--- src/rtl/dq_pkg.sv ---
// dq_pkg: micro-op types, LEGv8 opcode constants and the per-lane decode function
// Shared by decode_queue_ooo, its interface and its lane-compaction helper.
package dq_pkg;

    typedef enum logic [2:0] {
        CMD_ALU    = 3'd0,
        CMD_STORE  = 3'd1,
        CMD_LOAD   = 3'd2,
        CMD_BCOND  = 3'd3,
        CMD_MULDIV = 3'd4,
        CMD_CBZ    = 3'd5,
        CMD_BR     = 3'd6,
        CMD_BL     = 3'd7
    } cmd_t;

    typedef struct packed {
        cmd_t       cmd;
        logic [2:0] alu_op;
        logic       alu_src;
        logic       reg_write;
        logic       mem_write;
        logic       mem_read;
        logic       mem_to_reg;
        logic       save_cond;
        logic       uncond_br;
        logic [1:0] which_math;
        logic       left_shift;
        logic       illegal;
        logic [4:0] rd;
        logic [4:0] rn;
        logic [4:0] rm;
    } uop_t;

    localparam int UOP_W = $bits(uop_t);

    localparam logic [2:0] ALU_ADD   = 3'd0;
    localparam logic [2:0] ALU_SUB   = 3'd1;
    localparam logic [2:0] ALU_AND   = 3'd2;
    localparam logic [2:0] ALU_ORR   = 3'd3;
    localparam logic [2:0] ALU_EOR   = 3'd4;
    localparam logic [2:0] ALU_SHIFT = 3'd5;
    localparam logic [2:0] ALU_PASS  = 3'd6;

    localparam logic [10:0] OP_ADD   = 11'b10001011000;
    localparam logic [10:0] OP_ADDS  = 11'b10101011000;
    localparam logic [10:0] OP_SUB   = 11'b11001011000;
    localparam logic [10:0] OP_SUBS  = 11'b11101011000;
    localparam logic [10:0] OP_AND   = 11'b10001010000;
    localparam logic [10:0] OP_ORR   = 11'b10101010000;
    localparam logic [10:0] OP_EOR   = 11'b11001010000;
    localparam logic [10:0] OP_LSL   = 11'b11010011011;
    localparam logic [10:0] OP_LSR   = 11'b11010011010;
    localparam logic [10:0] OP_MUL   = 11'b10011011000;
    localparam logic [10:0] OP_SDIV  = 11'b10011010110;
    localparam logic [10:0] OP_LDUR  = 11'b11111000010;
    localparam logic [10:0] OP_STUR  = 11'b11111000000;
    localparam logic [10:0] OP_BR    = 11'b11010110000;
    localparam logic [9:0]  OP_ADDI  = 10'b1001000100;
    localparam logic [7:0]  OP_CBZ   = 8'b10110100;
    localparam logic [7:0]  OP_BCOND = 8'b01010100;
    localparam logic [5:0]  OP_B     = 6'b000101;
    localparam logic [5:0]  OP_BL    = 6'b100101;

    // Full 11-bit opcodes first; the shorter I/CB/B formats only when none of them match.
    function automatic uop_t decode_f(input logic [31:0] i);
        uop_t u;
        u = '0;
        u.rd = i[4:0];
        u.rn = i[9:5];
        u.rm = i[20:16];
        case (i[31:21])
            OP_ADD:  begin u.alu_op = ALU_ADD; u.reg_write = 1'b1; end
            OP_ADDS: begin u.alu_op = ALU_ADD; u.reg_write = 1'b1; u.save_cond = 1'b1; end
            OP_SUB:  begin u.alu_op = ALU_SUB; u.reg_write = 1'b1; end
            OP_SUBS: begin u.alu_op = ALU_SUB; u.reg_write = 1'b1; u.save_cond = 1'b1; end
            OP_AND:  begin u.alu_op = ALU_AND; u.reg_write = 1'b1; end
            OP_ORR:  begin u.alu_op = ALU_ORR; u.reg_write = 1'b1; end
            OP_EOR:  begin u.alu_op = ALU_EOR; u.reg_write = 1'b1; end
            OP_LSL:  begin u.alu_op = ALU_SHIFT; u.alu_src = 1'b1; u.left_shift = 1'b1; u.reg_write = 1'b1; end
            OP_LSR:  begin u.alu_op = ALU_SHIFT; u.alu_src = 1'b1; u.reg_write = 1'b1; end
            OP_MUL:  begin u.cmd = CMD_MULDIV; u.which_math = 2'd1; u.reg_write = 1'b1; end
            OP_SDIV: begin u.cmd = CMD_MULDIV; u.which_math = 2'd2; u.reg_write = 1'b1; end
            OP_LDUR: begin
                u.cmd = CMD_LOAD;
                u.alu_src = 1'b1;
                u.mem_read = 1'b1;
                u.mem_to_reg = 1'b1;
                u.reg_write = 1'b1;
            end
            OP_STUR: begin u.cmd = CMD_STORE; u.alu_src = 1'b1; u.mem_write = 1'b1; end
            OP_BR:   begin u.cmd = CMD_BR; u.uncond_br = 1'b1; end
            default: begin
                if (i[31:22] == OP_ADDI) begin
                    u.alu_src = 1'b1;
                    u.reg_write = 1'b1;
                end else if (i[31:24] == OP_CBZ) begin
                    u.cmd = CMD_CBZ;
                    u.alu_op = ALU_PASS;
                end else if (i[31:24] == OP_BCOND) begin
                    u.cmd = CMD_BCOND;
                end else if (i[31:26] == OP_B) begin
                    u.uncond_br = 1'b1;
                end else if (i[31:26] == OP_BL) begin
                    u.cmd = CMD_BL;
                    u.uncond_br = 1'b1;
                    u.reg_write = 1'b1;
                    u.rd = 5'd30;
                end else begin
                    u.illegal = 1'b1;
                end
            end
        endcase
        return u;
    endfunction

endpackage

--- src/rtl/decode_queue_ooo_if.sv ---
// decode_queue_ooo_if: fetch-side enqueue group and dispatch-side micro-op handshake
// slave  = the queue (takes fetch group, flush, out_ready; drives in_ready, out_*, occupancy)
// master = the environment driving fetch and consuming micro-ops
interface decode_queue_ooo_if
    import dq_pkg::*;
#(
    parameter int FETCH_W = 2,
    parameter int DEPTH   = 8,
    parameter int PC_W    = 64
) ();
    logic                       flush;
    logic                       in_valid;
    logic [FETCH_W-1:0]         in_lane_valid;
    logic [32*FETCH_W-1:0]      in_instr;
    logic [PC_W*FETCH_W-1:0]    in_pc;
    logic                       in_ready;
    logic                       out_valid;
    logic                       out_ready;
    uop_t                       out_uop;
    logic [PC_W-1:0]            out_pc;
    logic [$clog2(DEPTH+1)-1:0] occupancy;

    modport slave (
        input  flush, in_valid, in_lane_valid, in_instr, in_pc, out_ready,
        output in_ready, out_valid, out_uop, out_pc, occupancy
    );

    modport master (
        output flush, in_valid, in_lane_valid, in_instr, in_pc, out_ready,
        input  in_ready, out_valid, out_uop, out_pc, occupancy
    );
endinterface

--- src/rtl/dq_lane_compact.sv ---
// dq_lane_compact: per-lane write offset (count of valid lanes below it) and total push count
// lane_valid in: per-lane valid; off out: slot offset from tail per lane; cnt out: popcount
module dq_lane_compact #(
    parameter int FETCH_W = 2
) (
    input  logic [FETCH_W-1:0]           lane_valid,
    output logic [$clog2(FETCH_W+1)-1:0] off [FETCH_W],
    output logic [$clog2(FETCH_W+1)-1:0] cnt
);
    localparam int CW = $clog2(FETCH_W + 1);

    always_comb begin
        cnt = '0;
        for (int i = 0; i < FETCH_W; i++) begin
            off[i] = cnt;
            cnt = cnt + CW'(lane_valid[i]);
        end
    end
endmodule

--- src/rtl/decode_queue_ooo.sv ---
// decode_queue_ooo: decodes up to FETCH_W LEGv8 instructions per cycle into an in-order micro-op queue
// clk, reset (sync, active-high); dq.slave carries flush, the fetch group (in_*),
// the dispatch handshake (out_*) and occupancy.
// Optional macro DQ_BYPASS_EN: same-cycle bypass of the lowest pushed lane into an empty queue.
module decode_queue_ooo
    import dq_pkg::*;
#(
    parameter int FETCH_W = 2,
    parameter int DEPTH   = 8,
    parameter int PC_W    = 64
) (
    input logic               clk,
    input logic               reset,
    decode_queue_ooo_if.slave dq
);
    localparam int PW = $clog2(DEPTH);
    localparam int OW = $clog2(DEPTH + 1);
    localparam int CW = $clog2(FETCH_W + 1);

    uop_t            mem [DEPTH];
    logic [PC_W-1:0] pcs [DEPTH];
    logic [PW-1:0]   head, tail;
    logic [OW-1:0]   occ;
    uop_t            dec [FETCH_W];
    logic [CW-1:0]   off [FETCH_W];
    logic [PW-1:0]   slot [FETCH_W];
    logic [FETCH_W-1:0] wr;
    logic [CW-1:0]   cnt, n_push;
    logic            push, pop, byp;

    dq_lane_compact #(.FETCH_W(FETCH_W)) u_compact (
        .lane_valid(dq.in_lane_valid),
        .off       (off),
        .cnt       (cnt)
    );

    // in_ready looks only at registered occupancy so it never depends on out_ready or flush.
    assign dq.in_ready  = occ <= OW'(DEPTH - FETCH_W);
    assign dq.occupancy = occ;
    assign push = dq.in_valid && dq.in_ready && !dq.flush;
    assign pop  = occ != '0 && dq.out_ready;

`ifdef DQ_BYPASS_EN
    uop_t            byp_uop;
    logic [PC_W-1:0] byp_pc;

    // Only the first valid lane has offset 0 among the valid lanes.
    always_comb begin
        byp_uop = '0;
        byp_pc = '0;
        for (int i = 0; i < FETCH_W; i++) begin
            if (dq.in_lane_valid[i] && off[i] == '0) begin
                byp_uop = dec[i];
                byp_pc = dq.in_pc[PC_W*i +: PC_W];
            end
        end
    end

    assign byp          = push && occ == '0 && dq.out_ready && cnt != '0;
    assign dq.out_valid = occ != '0 || byp;
    assign dq.out_uop   = occ != '0 ? mem[head] : byp ? byp_uop : '0;
    assign dq.out_pc    = occ != '0 ? pcs[head] : byp ? byp_pc : '0;
`else
    assign byp          = 1'b0;
    assign dq.out_valid = occ != '0;
    assign dq.out_uop   = occ != '0 ? mem[head] : '0;
    assign dq.out_pc    = occ != '0 ? pcs[head] : '0;
`endif

    // A bypassed lane is not stored, so every later lane slides down one slot.
    always_comb begin
        n_push = push ? cnt - CW'(byp) : '0;
        for (int i = 0; i < FETCH_W; i++) begin
            dec[i] = decode_f(dq.in_instr[32*i +: 32]);
            slot[i] = tail + PW'(off[i]) - PW'(byp);
            wr[i] = push && dq.in_lane_valid[i] && !(byp && off[i] == '0);
        end
    end

    always_ff @(posedge clk) begin
        if (reset || dq.flush) begin
            head <= '0;
            tail <= '0;
            occ  <= '0;
        end else begin
            if (push) tail <= tail + PW'(n_push);
            if (pop) head <= head + PW'(1);
            occ <= occ + OW'(n_push) - OW'(pop);
        end
    end

    always_ff @(posedge clk) begin
        for (int i = 0; i < FETCH_W; i++) begin
            if (wr[i]) begin
                mem[slot[i]] <= dec[i];
                pcs[slot[i]] <= dq.in_pc[PC_W*i +: PC_W];
            end
        end
    end
endmodule

--- src/flat_wrapper.sv ---
// flat-port wrapper written by rule: the top's interface ports become plain ports
module decode_queue_ooo_flat import dq_pkg::*;
#(
    parameter int FETCH_W = 2,
    parameter int DEPTH   = 8,
    parameter int PC_W    = 64
)
  (clk, reset, dq_flush, dq_in_valid, dq_in_lane_valid, dq_in_instr, dq_in_pc, dq_out_ready, dq_in_ready, dq_out_valid, dq_out_uop, dq_out_pc, dq_occupancy);
  decode_queue_ooo_if #(.FETCH_W(FETCH_W), .DEPTH(DEPTH), .PC_W(PC_W)) dq_i ();
  input logic clk;
  input logic reset;
  input wire logic [$bits(dq_i.flush)-1:0] dq_flush;
  input wire logic [$bits(dq_i.in_valid)-1:0] dq_in_valid;
  input wire logic [$bits(dq_i.in_lane_valid)-1:0] dq_in_lane_valid;
  input wire logic [$bits(dq_i.in_instr)-1:0] dq_in_instr;
  input wire logic [$bits(dq_i.in_pc)-1:0] dq_in_pc;
  input wire logic [$bits(dq_i.out_ready)-1:0] dq_out_ready;
  output wire logic [$bits(dq_i.in_ready)-1:0] dq_in_ready;
  output wire logic [$bits(dq_i.out_valid)-1:0] dq_out_valid;
  output wire logic [$bits(dq_i.out_uop)-1:0] dq_out_uop;
  output wire logic [$bits(dq_i.out_pc)-1:0] dq_out_pc;
  output wire logic [$bits(dq_i.occupancy)-1:0] dq_occupancy;
  assign dq_i.flush = dq_flush;
  assign dq_i.in_valid = dq_in_valid;
  assign dq_i.in_lane_valid = dq_in_lane_valid;
  assign dq_i.in_instr = dq_in_instr;
  assign dq_i.in_pc = dq_in_pc;
  assign dq_i.out_ready = dq_out_ready;
  assign dq_in_ready = dq_i.in_ready;
  assign dq_out_valid = dq_i.out_valid;
  assign dq_out_uop = dq_i.out_uop;
  assign dq_out_pc = dq_i.out_pc;
  assign dq_occupancy = dq_i.occupancy;
  decode_queue_ooo #(.FETCH_W(FETCH_W), .DEPTH(DEPTH), .PC_W(PC_W)) u_core (.clk(clk), .reset(reset), .dq(dq_i));
endmodule
--- config.mk ---
export PLATFORM = sky130hd
export DESIGN_NAME = decode_queue_ooo_flat
export DESIGN_NICKNAME = d
export VERILOG_FILES = /design/src/rtl/dq_pkg.sv /design/src/rtl/decode_queue_ooo_if.sv /design/src/rtl/dq_lane_compact.sv /design/src/rtl/decode_queue_ooo.sv /design/src/flat_wrapper.sv
export SDC_FILE = /design/constraint.sdc
export NUM_CORES = 2
export LEC_CHECK = 0
export ABC_CLOCK_PERIOD_IN_PS = 11500
export CORE_MARGIN = 10
export CORE_UTILIZATION = 55
export DETAILED_ROUTE_END_ITERATION = 8
export PLACE_DENSITY = 0.76
export SLEW_MARGIN = 20
export SYNTH_ARGS = -nofsm -noshare
export SYNTH_HDL_FRONTEND = slang
export SYNTH_SLANG_ARGS = --single-unit
--- constraint.sdc ---
create_clock -name clk -period 11.5 [get_ports clk]
set_input_delay 2.3 -clock clk [delete_from_list [all_inputs] [get_ports clk]]
set_output_delay 2.3 -clock clk [all_outputs]
set_load 0.1 [all_outputs]
==> results.json <==
{
  "critPathBufInv": 2,
  "min_period_ns": 6.97,
  "finalHoldViolCount": 0,
  "relSlewSlack": 0.226,
  "drive_above_1_share": 0.102,
  "setup_viol": 0,
  "viasPerCell": 6.04,
  "antenna_found_initial": 30,
  "cp-end-kind": "output pin",
  "overflow": 0,
  "clock_sinks": 773,
  "htreeDepth": 3,
  "maxCapViolations": 0,
  "path_class": "reg2out",
  "cpLargestDelayFamily": "buffers and inverters",
  "grt_usage": 0.279,
  "max_stage_delay_ns": 1.05,
  "cts_hold_repair.buffers": 0,
  "syn_inst": 3895,
  "yosys.area.top_type": "edfxtp_1",
  "slowest_stage": "dfxtp_4",
  "place_congestion": 0.901,
  "hpwlAfterDp_mm": 67.5,
  "synth-seq-area-share": 0.567,
  "setup_tns_ns": 0,
  "clk_latency_ns": 0.65,
  "slew_violations": 0,
  "grt_max_degree": 98,
  "fin_worst_skew_ns": 0.0195,
  "dr.pass1.iters": 7,
  "coreArea_sq_um": 73200,
  "synth_ff_type": "edfxtp_1",
  "rsz0062_at_grt": "false",
  "yosys-top-cells-area": "edfxtp_1 (56%), nand2_1 (17%), mux4_2 (11%), mux2i_1 (3.0%), buf_4 (2.6%)",
  "arrival_ns": 4.67,
  "p_leak_nw": 17.0,
  "grt_pass1_vias": 29600,
  "grt_pass1_wl_mm": 181,
  "period_share": 0.606,
  "nets": 4128,
  "drtIter0Drc": 3899,
  "hold_class": "reg2reg",
  "post-synth-top-count-cell": "nand2_1",
  "ioPinCount": 301,
  "synth_cell_type_count": 68,
  "cts.path.max_buffers": 3,
  "syn_area_per_cell_sq_um": 10.5,
  "die_h_um": 292,
  "die_w_um": 292,
  "areaGrowthSynthToFinish_pct": 12.5,
  "timing.final.ws_setup_ns": 4.53,
  "yosys_warnings": 0,
  "ys_ff_latch": 773,
  "syn_nets": 4108,
  "routed_wl_mm": 122,
  "routedWlPerCell_um": 24.6,
  "place_ws_ns": 4.48,
  "std_cell_rows": 99,
  "hold_ws_ns": 0.533,
  "netlist_area_sq_um": 40700,
  "port_buffers": 288,
  "powerDensity_nw_per_um2": 183,
  "cp_max_fo": 50,
  "clockRootBuffer": "clkbuf_16",
  "initial_core_util": 0.557,
  "max-vdd-ir-drop_mv": 0.241,
  "cp.required_ns": 9.20,
  "cts_tree": "built",
  "cts_resized": 0,
  "antenna_left": 0,
  "netlist.area_leader.share": 0.560,
  "clk_pin_slew_ns": 0.06,
  "synth-async-reset-ratio": 0,
  "drc": 0,
  "timing.fmax_ghz": 0.143,
  "dieArea_sq_um": 85400,
  "worstMarginPinSlew_ns": 1.16,
  "synth_common_cells": "nand2_1 (1848), edfxtp_1 (760), nor2_1 (195)",
  "critPathLaunchType": "flip-flop",
  "synth_edf_count": 760,
  "post_cts_buffers": 0,
  "vias": 30000,
  "crit_chain": "buf_4 > mux4_2 > mux2i_1 > nor2_1 > clkdlybuf4s50_1",
  "cts_buffers": 82,
  "status": "completed"
}
flip-flops by register name (all words and copies together) (netlist names), named ones only:
register             cells
u_core.pcs             512
u_core.tail              3
u_core.mem             248
u_core.dq.occupancy      4
u_core.head              3
logic make-up after synthesis:
family	count (synthesis)	synth area share
AND/OR/NAND/NOR	2176	0.211
flip-flops	773	0.567
buffers and inverters	428	0.0551
multiplexers	311	0.135
AO/OA/AOI/OAI	186	0.0262
adder cells (fa/ha/maj)	14	0.00467
XOR/XNOR	7	0.00150
metrics by stage:
step | instance area [sq um] | total power, mW | instances | util
6_report | 45800 | 8.38 | 4963 | 0.626
3_3_place_gp | 43300 | 5.90 | 4790 | 0.591
4_1_cts | 45800 | 8.39 | 4935 | 0.625
5_1_grt | 45800 | 8.60 | 4958 | 0.626
2_1_floorplan | 40700 | 5.26 | 3895 | -
3_5_place_dp | 43300 | 5.92 | 4790 | 0.591
path summary, 6_finish.rpt:
path	from	end	slack, ns	cells after the start
max	flip-flop	dq_out_pc[33]	4.53	5
min	u_core.head[1]	flip-flop	0.53	2
max reg2reg	u_core.tail[0]	u_core.pcs[2][13]	6.81	7
min reg2reg	u_core.head[1]	flip-flop	0.53	2
layer usage:
layer | share of wire | global-route usage | vias to the layer above
li1 | - | - | 13300
met1 | 0.36 | 0.350 | 14400
met2 | 0.50 | 0.472 | 1958
met3 | 0.11 | 0.0486 | 252
met4 | 0.029 | 0.123 | 14
met5 | 0.00085 | 0 | -
layout by cell type (no fill, tap or decap), types with 4 or more instances in the layout:
cell / synthesis / layout
nand2b_1: 11 / 11
ha_1: 12 / 12
or4_4: 1 / 7
clkinv_1: 0 / 14
nor2_1: 195 / 195
dfxtp_1: 13 / 10
nand4_1: 5 / 5
inv_1: 20 / 20
edfxtp_1: 760 / 760
xnor2_1: 4 / 4
diode_2: 0 / 28
clkbuf_1: 149 / 20
nand2_1: 1848 / 1848
or3_4: 2 / 4
mux2i_1: 121 / 121
mux4_2: 190 / 190
clkinv_2: 0 / 15
nand3b_1: 4 / 4
o22ai_1: 8 / 8
or4_1: 10 / 4
a21oi_1: 84 / 84
nor2b_1: 8 / 8
clkbuf_16: 0 / 84
nor4_1: 9 / 4
o21ai_4: 0 / 6
nor4b_1: 4 / 4
o21ai_0: 66 / 60
buf_4: 139 / 55
nand3_1: 17 / 17
nor3_1: 21 / 19
clkdlybuf4s50_1: 0 / 288
nor4_2: 3 / 7
where the power goes:
part	internal [mW]	switching (mW)	leakage (nW)
registers	3.15	0.0322	6.88
clock network	1.40	1.12	1.21
logic	0.651	2.03	8.94
total	5.20	3.19	17.0
worst min-delay path, cell delays in order, from the launching register on:
cell     delay [ns]
dfxtp_1        0.31
mux2i_1        0.12
nor2_1         0.06
cell type report:
| class | instances | area (sq um) |
|---|---|---|
| inverter | 20 | 75.1 |
| timing repair buffer | 344 | 3320 |
| tap | 959 | 1200 |
| clock buffer | 106 | 2200 |
| antenna | 28 | 70.1 |
| multi-input combinational | 2694 | 15600 |
| fill | 5541 | 27400 |
| clock inverter | 39 | 273 |
| sequential | 773 | 23100 |
No activity file was read; power rests on OpenSTA's default activity.
